### src/rtl/fifo_burst_scheduler.sv
// rtl/fifo_burst_scheduler.sv - threshold/age gated burst scheduler draining per-channel FIFOs onto one stream
// Optional build macro: FIFO_SCHED_STRICT_EN selects strict lowest-index priority instead of round-robin.
module fifo_burst_scheduler #(
  parameter int CHANNELS = 4,
  parameter int WIDTH    = 8,
  parameter int ABITS    = 4,
  parameter int BURST    = 8,
  parameter int THRESH   = 4,
  parameter int TIMEOUT  = 64,
  parameter int CBITS    = (CHANNELS > 1) ? $clog2(CHANNELS) : 1
) (
  input  logic                      clock,
  input  logic                      reset_n,
  input  logic                      enable_i,
  input  logic [CHANNELS*ABITS-1:0] level_i,
  input  logic [CHANNELS-1:0]       valid_i,
  output logic [CHANNELS-1:0]       ready_o,
  input  logic [CHANNELS*WIDTH-1:0] data_i,
  output logic                      valid_o,
  input  logic                      ready_i,
  output logic                      last_o,
  output logic [WIDTH-1:0]          data_o,
  output logic [CBITS-1:0]          chan_o,
  output logic                      busy_o
);

  localparam int RBITS = $clog2(BURST + 1);
  localparam int TBITS = $clog2(TIMEOUT + 1);
  localparam int LBITS = ABITS + 1;

  localparam logic [0:0] S_IDLE  = 1'b0;
  localparam logic [0:0] S_BURST = 1'b1;

  logic [0:0]       state_q, state_d;
  logic [CBITS-1:0] chan_q, chan_d;
  logic [CBITS-1:0] rr_q, rr_d;
  logic [RBITS-1:0] rem_q, rem_d;
  logic [TBITS-1:0] age_q [CHANNELS];
  logic [TBITS-1:0] age_d [CHANNELS];

  logic [LBITS-1:0]    lvl [CHANNELS];
  logic [CHANNELS-1:0] elig;
  logic                found;
  logic [CBITS-1:0]    pick;
  logic [LBITS-1:0]    pick_lvl;
  logic                grant;
  logic                in_burst;
  logic                xfer;

  // Effective level (a full FIFO reports level 0 with valid set) and eligibility per channel
  always_comb begin
    for (int c = 0; c < CHANNELS; c++) begin
      lvl[c] = {1'b0, level_i[c*ABITS +: ABITS]};
      if (level_i[c*ABITS +: ABITS] == '0 && valid_i[c]) begin
        lvl[c] = LBITS'(1 << ABITS);
      end
      elig[c] = valid_i[c] && (lvl[c] >= LBITS'(THRESH) || age_q[c] == TBITS'(TIMEOUT));
    end
  end

  // Channel selection: strict lowest index, or first eligible after the RR pointer
  always_comb begin
    found = 1'b0;
    pick  = '0;
`ifdef FIFO_SCHED_STRICT_EN
    for (int i = 0; i < CHANNELS; i++) begin
      if (!found && elig[i]) begin
        found = 1'b1;
        pick  = CBITS'(i);
      end
    end
`else
    for (int k = 1; k <= CHANNELS; k++) begin
      if (!found && elig[(int'(rr_q) + k) % CHANNELS]) begin
        found = 1'b1;
        pick  = CBITS'((int'(rr_q) + k) % CHANNELS);
      end
    end
`endif
    pick_lvl = lvl[pick];
  end

  assign in_burst = (state_q == S_BURST);
  assign grant    = (state_q == S_IDLE) && enable_i && found;

  // Zero-latency pass-through of the granted channel while a burst is open
  always_comb begin
    ready_o = '0;
    valid_o = 1'b0;
    data_o  = '0;
    if (in_burst) begin
      ready_o[chan_q] = ready_i;
      valid_o         = valid_i[chan_q];
      data_o          = data_i[chan_q*WIDTH +: WIDTH];
    end
  end

  assign xfer   = valid_o && ready_i;
  assign last_o = valid_o && (rem_q == RBITS'(1));
  assign busy_o = in_burst;
  assign chan_o = chan_q;

  // FSM and burst word counter; remaining is a snapshot of queued words so it cannot underflow
  always_comb begin
    state_d = state_q;
    chan_d  = chan_q;
    rr_d    = rr_q;
    rem_d   = rem_q;
    if (state_q == S_IDLE) begin
      if (grant) begin
        state_d = S_BURST;
        chan_d  = pick;
        rr_d    = pick;
        rem_d   = (pick_lvl > LBITS'(BURST)) ? RBITS'(BURST) : RBITS'(pick_lvl);
      end
    end else if (xfer) begin
      rem_d = rem_q - RBITS'(1);
      if (rem_q == RBITS'(1)) begin
        state_d = S_IDLE;
      end
    end
  end

  // Age timers: a channel being served (granted now or bursting) or empty does not age
  always_comb begin
    for (int c = 0; c < CHANNELS; c++) begin
      age_d[c] = age_q[c];
      if (!valid_i[c] || (grant && pick == CBITS'(c)) || (in_burst && chan_q == CBITS'(c))) begin
        age_d[c] = '0;
      end else if (age_q[c] != TBITS'(TIMEOUT)) begin
        age_d[c] = age_q[c] + TBITS'(1);
      end
    end
  end

  // State registers
  always_ff @(posedge clock or negedge reset_n) begin
    if (!reset_n) begin
      state_q <= S_IDLE;
      chan_q  <= '0;
      rr_q    <= CBITS'(CHANNELS - 1);
      rem_q   <= '0;
      for (int c = 0; c < CHANNELS; c++) begin
        age_q[c] <= '0;
      end
    end else begin
      state_q <= state_d;
      chan_q  <= chan_d;
      rr_q    <= rr_d;
      rem_q   <= rem_d;
      for (int c = 0; c < CHANNELS; c++) begin
        age_q[c] <= age_d[c];
      end
    end
  end

endmodule

### config.mk
export PLATFORM = sky130hd
export DESIGN_NAME = fifo_burst_scheduler
export DESIGN_NICKNAME = d
export VERILOG_FILES = /design/src/rtl/fifo_burst_scheduler.sv
export SDC_FILE = /design/constraint.sdc
export NUM_CORES = 1
export LEC_CHECK = 0
export BUFFER_PORTS_ARGS = -buffer_cell sky130_fd_sc_hd__buf_2
export CAP_MARGIN = 10
export CORE_ASPECT_RATIO = 0.6
export CORE_MARGIN = 1.5
export CORE_UTILIZATION = 49
export DETAILED_ROUTE_END_ITERATION = 7
export MAX_ROUTING_LAYER = met4
export PLACE_DENSITY_LB_ADDON = 0.1
export SYNTH_ARGS = -nofsm -noshare
export SYNTH_HDL_FRONTEND = slang
export SYNTH_SLANG_ARGS = --single-unit
### constraint.sdc
create_clock -name clock -period 5.93 [get_ports clock]
set_clock_uncertainty 0.2 [all_clocks]
set_input_delay 0 -clock clock [delete_from_list [all_inputs] [get_ports clock]]
set_output_delay 0 -clock clock [all_outputs]
set_load 0.02 [all_outputs]
# After elaboration in Yosys (flattened, before gate mapping)
# Cells that the tools add are included.
# Widths: inputs -> output; s select.
[totals]
ff_bits = 37
output_inout_bits = 17
wordCells = 163
[classes]
n_addsub = 9
n_lt_le_gt_ge = 12
n_eq_ne = 16
shift = 1
muxes = 50
n_bitwise = 7
n_reduce_logical = 60
[ops]
columns = ["operator", "count"]
rows = [
  ["$mux 7", 8],
  ["$shiftx 32x6->8", 1],
  ["$mux 5", 6],
  ["$add 7x1->7 const B", 4],
  ["$eq 7x7->1 const B", 4],
  ["$ne 7x7->1 const B", 4],
  ["$logic_and 1x1->1", 24],
  ["$ge 5x3->1 const B", 4],
  ["$mux 4", 5],
  ["$mux 1", 19],
  ["$logic_not 4->1", 4],
  ["$lt 3x4->1 const B", 4],
  ["$logic_or 1x1->1", 12],
  ["$bmux 1 s2", 5],
  ["$bmux 5 s2", 1],
  ["$reduce_bool 2->1", 5],
  ["$eq 2x2->1 const B", 4],
  ["$mux 2", 4],
  ["$mux 8", 1],
  ["$reduce_or 2->1", 4],
  ["$logic_not 1->1", 7],
  ["$gt 5x4->1 const B", 1],
  ["$add 2x1->2 const B", 2],
  ["$add 2x2->2 const B", 2],
  ["other kinds (14)", 20],
]

# Longest topological paths before layout
[logic_depth]
word_depth = 27
mapped_depth = 12
mapped_depth_nobuf = 10

# Least setup slack after synthesis
# Ideal clock, no wire load.
[synth_timing]
path_kind = "reg-to-reg"
from = "reg age_q[14] (netlist bit)"
to = "reg rem_q[2]"
arrival_time_ns = 2.422
t_required_ns = 5.604
setup_slack_ns = 3.182
path_stages_with_launch = 13
path_cell_list = "dfrtp_1 inv_1 ha_1 nand4bb_1 or3_1 buf_2 a211oi_2 o2bb2ai_2 or2_1 buf_4 a211oi_1 a22o_1 a221o_1"
[synth_via]
elab_chain_cells = 24
elab_cells_between_ends = 40
[synth_rtl]
columns = ["element", "line_no", "source"]
rows = [
  ["from (decl)", "38", "logic [TBITS-1:0] age_q [CHANNELS];"],
  ["from (signal, indexed assignment)", "152", "age_q[c] <= age_d[c];"],
  ["$eq 7x7->1 *", "57", "elig[c] = valid_i[c] && (lvl[c] >= LBITS'(THRESH) || age_q[c] == TBITS'(TIMEOUT));"],
  ["$logic_or 1x1->1 *", "57", ""],
  ["$logic_and 1x1->1 *", "57", ""],
  ["$bmux 1 s2", "74", "if (!found && elig[(int'(rr_q) + k) % CHANNELS]) begin"],
  ["$mux 1 (implied by the code) (2 in series)", "74", ""],
  ["$mux 1", "74", ""],
  ["$logic_not 1->1", "74", ""],
  ["$logic_and 1x1->1", "74", ""],
  ["(+6 left out)", "--", ""],
  ["$mux 2", "74", ""],
  ["$not 2->3 (implied by the code)", "80", "pick_lvl = lvl[pick];"],
  ["$bmux 5 s2", "80", ""],
  ["$mux 5 (implied by the code) (2 in series)", "80", ""],
  ["$gt 5x4->1", "114", "rem_d = (pick_lvl > LBITS'(BURST)) ? RBITS'(BURST) : RBITS'(pick_lvl);"],
  ["$mux 4", "114", ""],
  ["$mux 4", "110", "if (grant) begin"],
  ["$mux 4", "109", "if (state_q == S_IDLE) begin"],
  ["to (signal assigned)", "150", "rem_q <= rem_d;"],
  ["to (decl)", "37", "logic [RBITS-1:0] rem_q, rem_d;"],
]
# Mark *: on every way between the ends. The rest lies on a longest branch, timed or not. The select of a mux whose other input is x is not followed.
# A chain may end at the register's enable or synchronous reset.

# Worst setup path in the final report
[layout_timing]
from = "reg age_q[14] (netlist bit)"
to = "reg rem_q[0]"
# The elaborated chain is that of the path after synthesis.

==> results.ini <==
[outcome]
outcome = completed

[floorplan]
start_util_pct = 51.5
boundaryPins = 73
die_h_um = 59.8
die_width_um = 97.6
core-area_sq_um = 5100
std_cell_rows = 20
die_area_sq_um = 5830

[global_routing]
grt_util_met3_pct = 5.38
track_usage_pct = 23.9
use_met1_pct = 36.0
grt_max_degree = 38
grt_pass1_wl_um = 10400
met2_usage_pct = 32.3
grt_busiest_layer = met1
antenna_found_initial = 0
grt-ovfl-total = 0
grt_pass1_vias = 2115

[logic_synthesis]
ys_ff_latch = 37
syn_area_per_cell_sq_um = 9.27
synth_top_area_share_pct = 33.3
synth.yosys.warnings = 0
ys.flop_type = dfrtp_1
syn_nets = 350
synth.distinct_cells = 54
synth_area_leaders = dfrtp_1 33%, mux4_2 7.7%, nor2_1 6.4%
syn_inst = 284
synth_top_cell_by_area = dfrtp_1
synth_edf_count = 0
synth-async-reset-ratio_pct = 100
syn-cell-area_sq_um = 2630
ys_seq_area_share_pct = 35.3

[pwr]
power_density_nw_per_um2 = 367
p_leak_uw = 0.00151
peakVddDrop_mv = 0.143
finalPower_uw = 1190

[clocking]
htreeDepth = 2
cts_buffers = 5
clk_pin_slew_ns = 0.08
postCtsSetupBuffers = 0
clk_latency_ns = 0.29
cts_tree = yes
cts_buffer_depth = 2
root_buffer = clkbuf_8
cts_sinks = 37

[place]
place_congestion = 0.873
placed_cell_area_sq_um = 3040
place_hpwl_um = 4970
portBuffers = 72
placed_cells = 414

[timing]
whs_ns = 0.0185
setup_tns_ns = 0
tightest_slew_ns = 0.854
slew-limit-headroom_pct = 43.0
setup_viol = 0
hold_violations = 0
min_period_ns = 3.21
rsz0062_at_grt = false
timing.final.crit_share_pct = 54.2
drv_slew = 0
fmaxAchievable_mhz = 311

[layout]
antenna_cells = 0
drive_gt1_share_pct = 28.9
layout_common_cells = 72 x buf_2, 45 x nor2_1, 35 x dfrtp_1, 20 x inv_1, 18 x nand3_1
design_area_sq_um = 3240
nFillCells = 464
final-instance-count-excl-fill = 429
layout_commonest_cell = buf_2
area_delta_synth_final_pct = 23.2
nets = 428

[worst_setup_path]
crit_buf_inv = 1
critical_path.max_stage_delay_ns = 0.47
crit_chain = inv_1 -> ha_1 -> nand4bb_1 -> or3_1 -> a211oi_2 -> o2bb2ai_2 -> or2_1 -> a31oi_1 -> a221oi_1 -> o22a_1
cp_top_family = compound AO/OA/AOI/OAI gates
critPathArrivalTime_ns = 3.25
worstReg2RegStart = age_q[14]
crit_slowest_cell = or3_1
crit_type = reg2reg
crit_required_ns = 5.96
start_kind = flip-flop
crit_start = age_q[14]
cp-end-kind = flip-flop
crit_fanout = 10

[detailed_routing]
wl_per_cell_um = 15.1
drc = 0
viasPerCell = 5.59
postRouteAntennaNets = 0
drt-total-wl_um = 6470
dr.pass1.iters = 5
route.vias.total = 2399
drt_iter0_drc = 141

[flow_run]
drv_cap = 0

[worst_hold_path]
min_from = level_i[0]
min_path_type = in2reg

## sequential cells by signal (all words and copies together), names as in the netlist
register / cells
rem_q: 4
age_q: 28
chan_o: 2
busy_o: 1
rr_q: 2
## worst paths after layout
kind / end / slack [ns] / cells past startpoint
min in group asynchronous: age_q[10] / 0.15 / 2
hold reg to reg: rr_q[0] / 0.30 / 2
max in group asynchronous: age_q[20] / 4.84 / 2
hold / removal: rem_q[0] / 0.02 / 4
setup reg to reg: rem_q[0] / 2.72 / 10
setup / recovery: rem_q[0] / 2.72 / 10
## metrics by stage
step / setup WS [ns] / utilization, %
detailed placement: 2.81 / 59.5
global route: 2.54 / 63.5
CTS: 2.79 / 63.5
finish: 2.72 / 63.5
global placement: 2.86 / 59.5
floorplan: 3.18 / -
## synthesized netlist by cell type (all sizes together) (8+ instances only)
cell   instances
xor2          12
mux4           9
a21oi          8
ha            10
nand2         14
xnor2          9
dfrtp         35
nand3         18
nor2          46
and2          10
inv           20
nor3           9
## area by class of cell
type	instances	area, sq um	area share, %
clock buffer	5	68.8	2.12
clock inverter	3	65.1	2.01
inverter	20	75.1	2.32
multi-input combinational	218	1580	48.9
sequential	37	928	28.6
tap	66	82.6	2.55
timing repair buffer	80	438	13.5
## cells by family after synthesis
logic type | Yosys count | synth area share, %
XOR/XNOR | 21 | 6.99
flip-flops | 37 | 35.3
adder cells (fa/ha/maj) | 10 | 4.76
AO/OA/AOI/OAI | 45 | 13.9
buffers and inverters | 29 | 4.52
AND/OR/NAND/NOR | 127 | 24.5
multiplexers | 15 | 10.0
## metal layers
layer	part of all wire, %	vias to the layer above	routed length (um)
li1	-	1169	-
met5	0	-	0
met1	52	1140	3350
met4	0.66	0	43
met2	40	84	2580
met3	7.7	6	498
## repair_timing
item                                    4_1_cts  5_1_grt
hold endpoints to repair                     52        0
endpoints found under the setup margin        0        0
gates resized for setup                       0        0
hold buffers                                  7        0
## worst register-to-register path, stage by stage (launching register included)
cell and delay (ns):
dfrtp_1 0.44, inv_1 0.08, ha_1 0.16, nand4bb_1 0.11, or3_1 0.47, a211oi_2 0.29, o2bb2ai_2 0.18, or2_1 0.38
a31oi_1 0.17, a221oi_1 0.47, o22a_1 0.21
## power by group
| group | switching, uW | internal, uW |
|---|---|---|
| logic | 286 | 241 |
| clock network | 91.2 | 167 |
| registers | 96.5 | 307 |
| total | 474 | 715 |
Note: power is estimated with default switching activity, not from simulation.
